--- src/rtl/npu_launch_ctrl.sv ---
// npu_launch_ctrl: launches one NPU operation per CPU request and arbitrates the
// shared data-memory port between the CPU and the NPU.
// Optional feature: define NPU_LAUNCH_PERF_EN to enable the RUN-cycle counter on
// o_perf_cycles; otherwise o_perf_cycles is tied to zero.
module npu_launch_ctrl #(
    parameter int unsigned SETUP_CYC = 3,
    parameter int unsigned TIMEOUT   = 1023,
    parameter int unsigned DW        = 32
) (
    input  logic          i_clk,
    input  logic          i_rst,
    input  logic          i_cpu_en_npu,
    input  logic [9:0]    i_mat_a,
    input  logic [9:0]    i_mat_b,
    input  logic [9:0]    i_mat_c,
    input  logic          i_npu_ack,
    input  logic          i_cpu_mem_rd,
    input  logic          i_cpu_mem_wr,
    input  logic [DW-1:0] i_cpu_addr,
    input  logic [DW-1:0] i_cpu_wd,
    input  logic          i_npu_mem_rd,
    input  logic          i_npu_mem_wr,
    input  logic [DW-1:0] i_npu_addr,
    input  logic [DW-1:0] i_npu_wd,
    output logic          o_mem_rd,
    output logic          o_mem_wr,
    output logic [DW-1:0] o_mem_addr,
    output logic [DW-1:0] o_mem_wd,
    output logic          o_npu_en,
    output logic [7:0]    o_src1_addr,
    output logic [7:0]    o_src2_addr,
    output logic [7:0]    o_rd_addr,
    output logic          o_cpu_stall,
    output logic          o_cpu_done,
    output logic          o_busy,
    output logic          o_timeout_err,
    output logic [15:0]   o_perf_cycles
);

    localparam int unsigned CNT_W = (SETUP_CYC > 1) ? $clog2(SETUP_CYC) : 1;
    localparam int unsigned WD_W  = (TIMEOUT > 1) ? $clog2(TIMEOUT) : 1;
    localparam logic [CNT_W-1:0] CNT_INIT = CNT_W'(SETUP_CYC - 1);
    localparam logic [WD_W-1:0]  WD_LAST  = WD_W'(TIMEOUT - 1);

    typedef enum logic [2:0] {
        StIdle,
        StSetup,
        StRun,
        StDone,
        StRelease
    } state_t;

    state_t           r_state, w_state_d;
    logic             r_req_q;
    logic [CNT_W-1:0] r_cnt, w_cnt_d;
    logic [WD_W-1:0]  r_wd, w_wd_d;
    logic             r_npu_en, w_npu_en_d;
    logic             r_owner_npu, w_owner_npu_d;
    logic             r_cpu_done, w_cpu_done_d;
    logic             r_timeout_err, w_timeout_err_d;
    logic [7:0]       r_src1, w_src1_d;
    logic [7:0]       r_src2, w_src2_d;
    logic [7:0]       r_rd, w_rd_d;

    // Byte-offset bits of the matrix addresses are not needed for word addressing.
    logic w_unused_bits;
    assign w_unused_bits = ^{i_mat_a[1:0], i_mat_b[1:0], i_mat_c[1:0]};

    // State register and all registered outputs; reset aborts immediately.
    always_ff @(posedge i_clk or posedge i_rst) begin
        if (i_rst) begin
            r_state       <= StIdle;
            // A level already high when reset releases is stale and must not launch.
            r_req_q       <= 1'b1;
            r_cnt         <= '0;
            r_wd          <= '0;
            r_npu_en      <= 1'b0;
            r_owner_npu   <= 1'b0;
            r_cpu_done    <= 1'b0;
            r_timeout_err <= 1'b0;
            r_src1        <= '0;
            r_src2        <= '0;
            r_rd          <= '0;
        end else begin
            r_state       <= w_state_d;
            r_req_q       <= i_cpu_en_npu;
            r_cnt         <= w_cnt_d;
            r_wd          <= w_wd_d;
            r_npu_en      <= w_npu_en_d;
            r_owner_npu   <= w_owner_npu_d;
            r_cpu_done    <= w_cpu_done_d;
            r_timeout_err <= w_timeout_err_d;
            r_src1        <= w_src1_d;
            r_src2        <= w_src2_d;
            r_rd          <= w_rd_d;
        end
    end

    // Next-state logic: setup delay, run with watchdog, done pulse, release handshake.
    always_comb begin
        w_state_d       = r_state;
        w_cnt_d         = r_cnt;
        w_wd_d          = r_wd;
        w_npu_en_d      = 1'b0;
        w_owner_npu_d   = 1'b0;
        w_cpu_done_d    = 1'b0;
        w_timeout_err_d = r_timeout_err;
        w_src1_d        = r_src1;
        w_src2_d        = r_src2;
        w_rd_d          = r_rd;
        case (r_state)
            StIdle: begin
                if (i_cpu_en_npu && !r_req_q) begin
                    w_src1_d        = i_mat_a[9:2];
                    w_src2_d        = i_mat_b[9:2];
                    w_rd_d          = i_mat_c[9:2];
                    w_cnt_d         = CNT_INIT;
                    w_timeout_err_d = 1'b0;
                    w_state_d       = StSetup;
                end
            end
            StSetup: begin
                if (!i_cpu_en_npu) begin
                    w_state_d = StIdle;
                end else if (r_cnt == '0) begin
                    w_state_d     = StRun;
                    w_npu_en_d    = 1'b1;
                    w_owner_npu_d = 1'b1;
                    w_wd_d        = '0;
                end else begin
                    w_cnt_d = r_cnt - 1'b1;
                end
            end
            StRun: begin
                // Ack takes priority over a coincident watchdog expiry.
                if (i_npu_ack) begin
                    w_state_d    = StDone;
                    w_cpu_done_d = 1'b1;
                end else if (r_wd == WD_LAST) begin
                    w_state_d       = StDone;
                    w_cpu_done_d    = 1'b1;
                    w_timeout_err_d = 1'b1;
                end else begin
                    w_npu_en_d    = 1'b1;
                    w_owner_npu_d = 1'b1;
                    w_wd_d        = r_wd + 1'b1;
                end
            end
            StDone: begin
                w_state_d = StRelease;
            end
            StRelease: begin
                if (!i_cpu_en_npu) begin
                    w_state_d = StIdle;
                end
            end
            default: begin
                w_state_d = StIdle;
            end
        endcase
    end

    // Memory port mux and CPU hazard; the non-owner never reaches memory.
    always_comb begin
        o_mem_rd    = i_cpu_mem_rd;
        o_mem_wr    = i_cpu_mem_wr;
        o_mem_addr  = i_cpu_addr;
        o_mem_wd    = i_cpu_wd;
        o_cpu_stall = 1'b0;
        if (r_owner_npu) begin
            o_mem_rd    = i_npu_mem_rd;
            o_mem_wr    = i_npu_mem_wr;
            o_mem_addr  = i_npu_addr;
            o_mem_wd    = i_npu_wd;
            o_cpu_stall = i_cpu_mem_rd | i_cpu_mem_wr;
        end
    end

    assign o_npu_en      = r_npu_en;
    assign o_src1_addr   = r_src1;
    assign o_src2_addr   = r_src2;
    assign o_rd_addr     = r_rd;
    assign o_cpu_done    = r_cpu_done;
    assign o_busy        = (r_state != StIdle);
    assign o_timeout_err = r_timeout_err;

`ifdef NPU_LAUNCH_PERF_EN
    logic [15:0] r_perf_cnt;
    logic [15:0] r_perf_cycles;

    // Counts RUN cycles (zero outside RUN, so it starts clean on RUN entry) and
    // publishes the total, including the final RUN cycle, on DONE entry.
    always_ff @(posedge i_clk or posedge i_rst) begin
        if (i_rst) begin
            r_perf_cnt    <= '0;
            r_perf_cycles <= '0;
        end else begin
            if (r_state != StRun) begin
                r_perf_cnt <= '0;
            end else if (r_perf_cnt != 16'hFFFF) begin
                r_perf_cnt <= r_perf_cnt + 16'd1;
            end
            if (r_state == StRun && w_state_d == StDone) begin
                r_perf_cycles <= (r_perf_cnt == 16'hFFFF) ? 16'hFFFF : r_perf_cnt + 16'd1;
            end
        end
    end

    assign o_perf_cycles = r_perf_cycles;
`else
    assign o_perf_cycles = '0;
`endif

endmodule

--- config.mk ---
export PLATFORM = sky130hd
export DESIGN_NAME = npu_launch_ctrl
export DESIGN_NICKNAME = d
export VERILOG_FILES = /design/src/rtl/npu_launch_ctrl.sv
export SDC_FILE = /design/constraint.sdc
export NUM_CORES = 1
export LEC_CHECK = 0
export CELL_PAD_IN_SITES_DETAIL_PLACEMENT = 0
export CELL_PAD_IN_SITES_GLOBAL_PLACEMENT = 1
export CORE_AREA = 2 2 121 123
export DETAILED_ROUTE_END_ITERATION = 7
export DIE_AREA = 0 0 123 125
export GPL_ROUTABILITY_DRIVEN = 0
export PLACE_DENSITY_LB_ADDON = 0.2
export SYNTH_ARGS = -nofsm -noshare
export SYNTH_HDL_FRONTEND = slang
export SYNTH_SLANG_ARGS = --single-unit
--- constraint.sdc ---
create_clock -name i_clk -period 2.4 [get_ports i_clk]
set_clock_uncertainty 0.15 [all_clocks]
set_input_delay 0.24 -clock i_clk [delete_from_list [all_inputs] [get_ports i_clk]]
set_output_delay 0.24 -clock i_clk [all_outputs]
set_load 0.05 [all_outputs]
==> results.md, run 1 <==
* Nets@finish at about 670
* H-Tree Level Count at 2
* Async S/R FF share, synth at 100.0%
* Final min period at ~2.3 ns
* DRC errors left at 0
* Pin count of the biggest net entering global routing at between 50 and 60
* Final Non-Filler Cells at between 600 and 700
* N_diodes at 0
* Cell count after synthesis at between 200 and 250
* Vias in the first global route at ~3,000
* Layout cells sized above 1 at between 30% and 40%
* Yosys reg bits at 43
* CTS tree: built
* Reg clk slew, reported paths at 0.06 ns
* Post-synth EDFFs at 0
* Number of vias per cell at ~4.2
* Worst-margin pin slew at 0.5931 ns
* CP Capture Type: primary output
* Die Span Y at about 130 um
* First-pass iteration count of the detailed router at 4
* Fin crit share at between 90% and 100%
* Placed Instances at just under 700
* CP arrival at between 1.5 and 2 ns
* Avg Cell Area, Syn at around 12 um2
* Post-synthesis sequential area ratio at between 30% and 40%
* CTS root buf: clkbuf_16
* Worst vdd ir at slightly above 0.0007 V
* Max-Cap Viols at 0
* Area growth syn-to-layout at 94.27%
* # rows at 44
* DP HPWL at 9047 um
* Power density cells at a little over 1000 nW/um2
* Num CTS Buffers at 5
* First-pass GRT wire length at ~17,000 um
* Core region area at around 14,000 um2
* Finish-stage setup viols at 0
* ANT nets after route at 0
* Placed cell areas at roughly 5500 um2
* Crit Path Category: reg2out
* Grt total ovfl at 0
* Clk buf depth at 2
* Post-CTS setup buffers at 0
* Initial Utilization at around 20%
* Final std cell area, no fill at between 5000 and 6000 um2
* Synth cell types at 42
* Status: completed
* Routed len/inst at about 17 um
* Sink Count at 43
* Port Buffer Count at ~250
* Syn Std Cell Area at between 2000 and 3000 um2
* Top_reg_cell synth: dfrtp_1
* GRT Overall Usage at 13.77%
* Post-Route WL at 11,430 um
* Initial antenna violation count at 0
* Max-slew violations at 0
* Detailed Route Iter0 Violations at 110
* Final hold violation count at 0
* Fin Hold WS at between 0.2 and 0.3 ns
* CP startpoint kind: register
* Req. time, crit path at approximately 2 ns
* Unrepaired setup endpoints after global routing: no
* Worst hold path type: in2async
* Ys Warns at 0
* DIE AREA at about 15,000 um2
* Clk_lat worst skew at approximately 0.28 ns
* Post-Route Setup TNS at 0 ns
* Hold Buf Count CTS at 0
* Die W at 123 um
* # IOs at between 200 and 300
* Detailed-route via count at just under 3,000
* Max Freq at between 400 and 500 MHz
* Leakage power at approximately 2.3 nW
* Crit-path max FO at 17
* Slew HR at between 60% and 70%
what timing repair did:
action	4_1_cts	5_1_grt
resized for setup	10	0
hold endpoints to repair	0	0
setup endpoints to repair	15	0
registers in the layout, summed over array words and instances (netlist names), 2 cells and up:
name,flops
r_state,3
o_rd_addr,8
r_wd,10
r_cnt,2
o_src1_addr,8
o_src2_addr,8
final timing paths:
check,start,to,slack [ns],cells past startpoint
setup / recovery,r_owner_npu,o_mem_addr[12],0.06,2
hold / removal,i_rst,r_wd[5],0.27,3
setup reg to reg,r_cnt[0],r_wd[9],0.28,6
hold reg to reg,o_src2_addr[4],o_src2_addr[4],0.36,1
max in group asynchronous,i_rst,r_owner_npu,1.39,3
min in group i_clk,o_src2_addr[4],o_src2_addr[4],0.36,1
power by group:
part | switching, W | internal (W)
sequential | 0.000191 | 0.000995
combinational | 0.00235 | 0.00149
clock | 0.000272 | 0.000385
layer usage:
metal / global-route usage, % / vias up / routed length, um
met1: 16.91 / 1371 / 4608
met3: 5.657 / 6 / 1391
li1: - / 1385 / -
met4: 2.473 / 0 / 102
met2: 22.78 / 149 / 5329
met5: 0 / - / 0
placed cells by master, fill, tap and decap left out, drive strengths merged, types with 2 or more instances in the layout:
| master | instances |
|---|---|
| clkinv | 2 |
| o21a | 2 |
| nand2b | 2 |
| a221o | 4 |
| o31ai | 4 |
| o41ai | 2 |
| inv | 6 |
| nand3 | 3 |
| and3 | 6 |
| nand2 | 7 |
| nand4 | 3 |
| nor2 | 9 |
| or3b | 3 |
| mux2 | 92 |
| o21ai | 4 |
| clkdlybuf4s50 | 192 |
| o32ai | 2 |
| clkbuf | 7 |
| ha | 3 |
| a31oi | 2 |
| nor4 | 2 |
| xnor2 | 2 |
| buf | 62 |
| dlygate4sd2 | 9 |
| a22o | 2 |
| conb | 16 |
| dfrtp | 42 |
worst max-delay path, cell delays in order (launching register included):
cell and delay, ns:
dfrtp_4 0.59, mux2_2 0.27, clkdlybuf4s50_1 0.80
layout make-up:
cell class / instances / area, um2
Fill cell: 1422 / 8606
Timing Repair Buffer: 263 / 2491
Multi-Input combinational cell: 182 / 1632
Sequential cell: 43 / 1081
Tap cell: 184 / 230.2
Clock buffer: 7 / 132.6
Inverter: 7 / 26.28
Clock inverter: 1 / 5.005
logic make-up (layout without fill, tap and decap cells):
| group | after synthesis | in the layout | share of synthesized area (%) |
|---|---|---|---|
| flops | 43 | 43 | 37.39 |
| buf+inv | 38 | 278 | 7.946 |
| other cells | 1 | 16 | 0.1301 |
| simple gates | 43 | 43 | 9.380 |
| xor+xnor | 2 | 2 | 0.6080 |
| mux | 92 | 92 | 35.95 |
| compound gates | 26 | 26 | 7.295 |
| fa+ha+maj | 3 | 3 | 1.303 |
through the flow:
stage	power [W]	setup slack [ns]	util, %
after floorplan	0.003775	0.1298	-
after global placement	0.005054	0.1021	38.50
after detailed placement	0.005069	0.09284	38.50
after CTS	0.005748	0.04738	39.41
after global routing	0.005947	0.01297	39.41
final	0.005675	0.06374	39.41
cell usage after synthesis (3+ instances only):
master,number,area (um2)
a221o_1,4,40.04
and3_1,6,37.54
buf_1,3,11.26
buf_2,3,15.01
buf_4,16,120.1
buf_6,3,33.78
clkbuf_1,6,22.52
dfrtp_1,42,1051
ha_1,3,37.54
inv_1,7,26.28
mux2_2,92,1036
nand2_1,7,26.28
nand3_1,3,15.01
nand4_1,3,18.77
nor2_1,9,33.78
o21ai_0,4,20.02
o31ai_1,4,30.03
Note: power is estimated with default switching activity, not from simulation.
==> run 2: changes to the inputs <==
Settings changed: CTS_CLUSTER_DIAMETER set to 100.
==> results of run 2 <==
Final layout, timing and power as in run 1 (identical DEF).
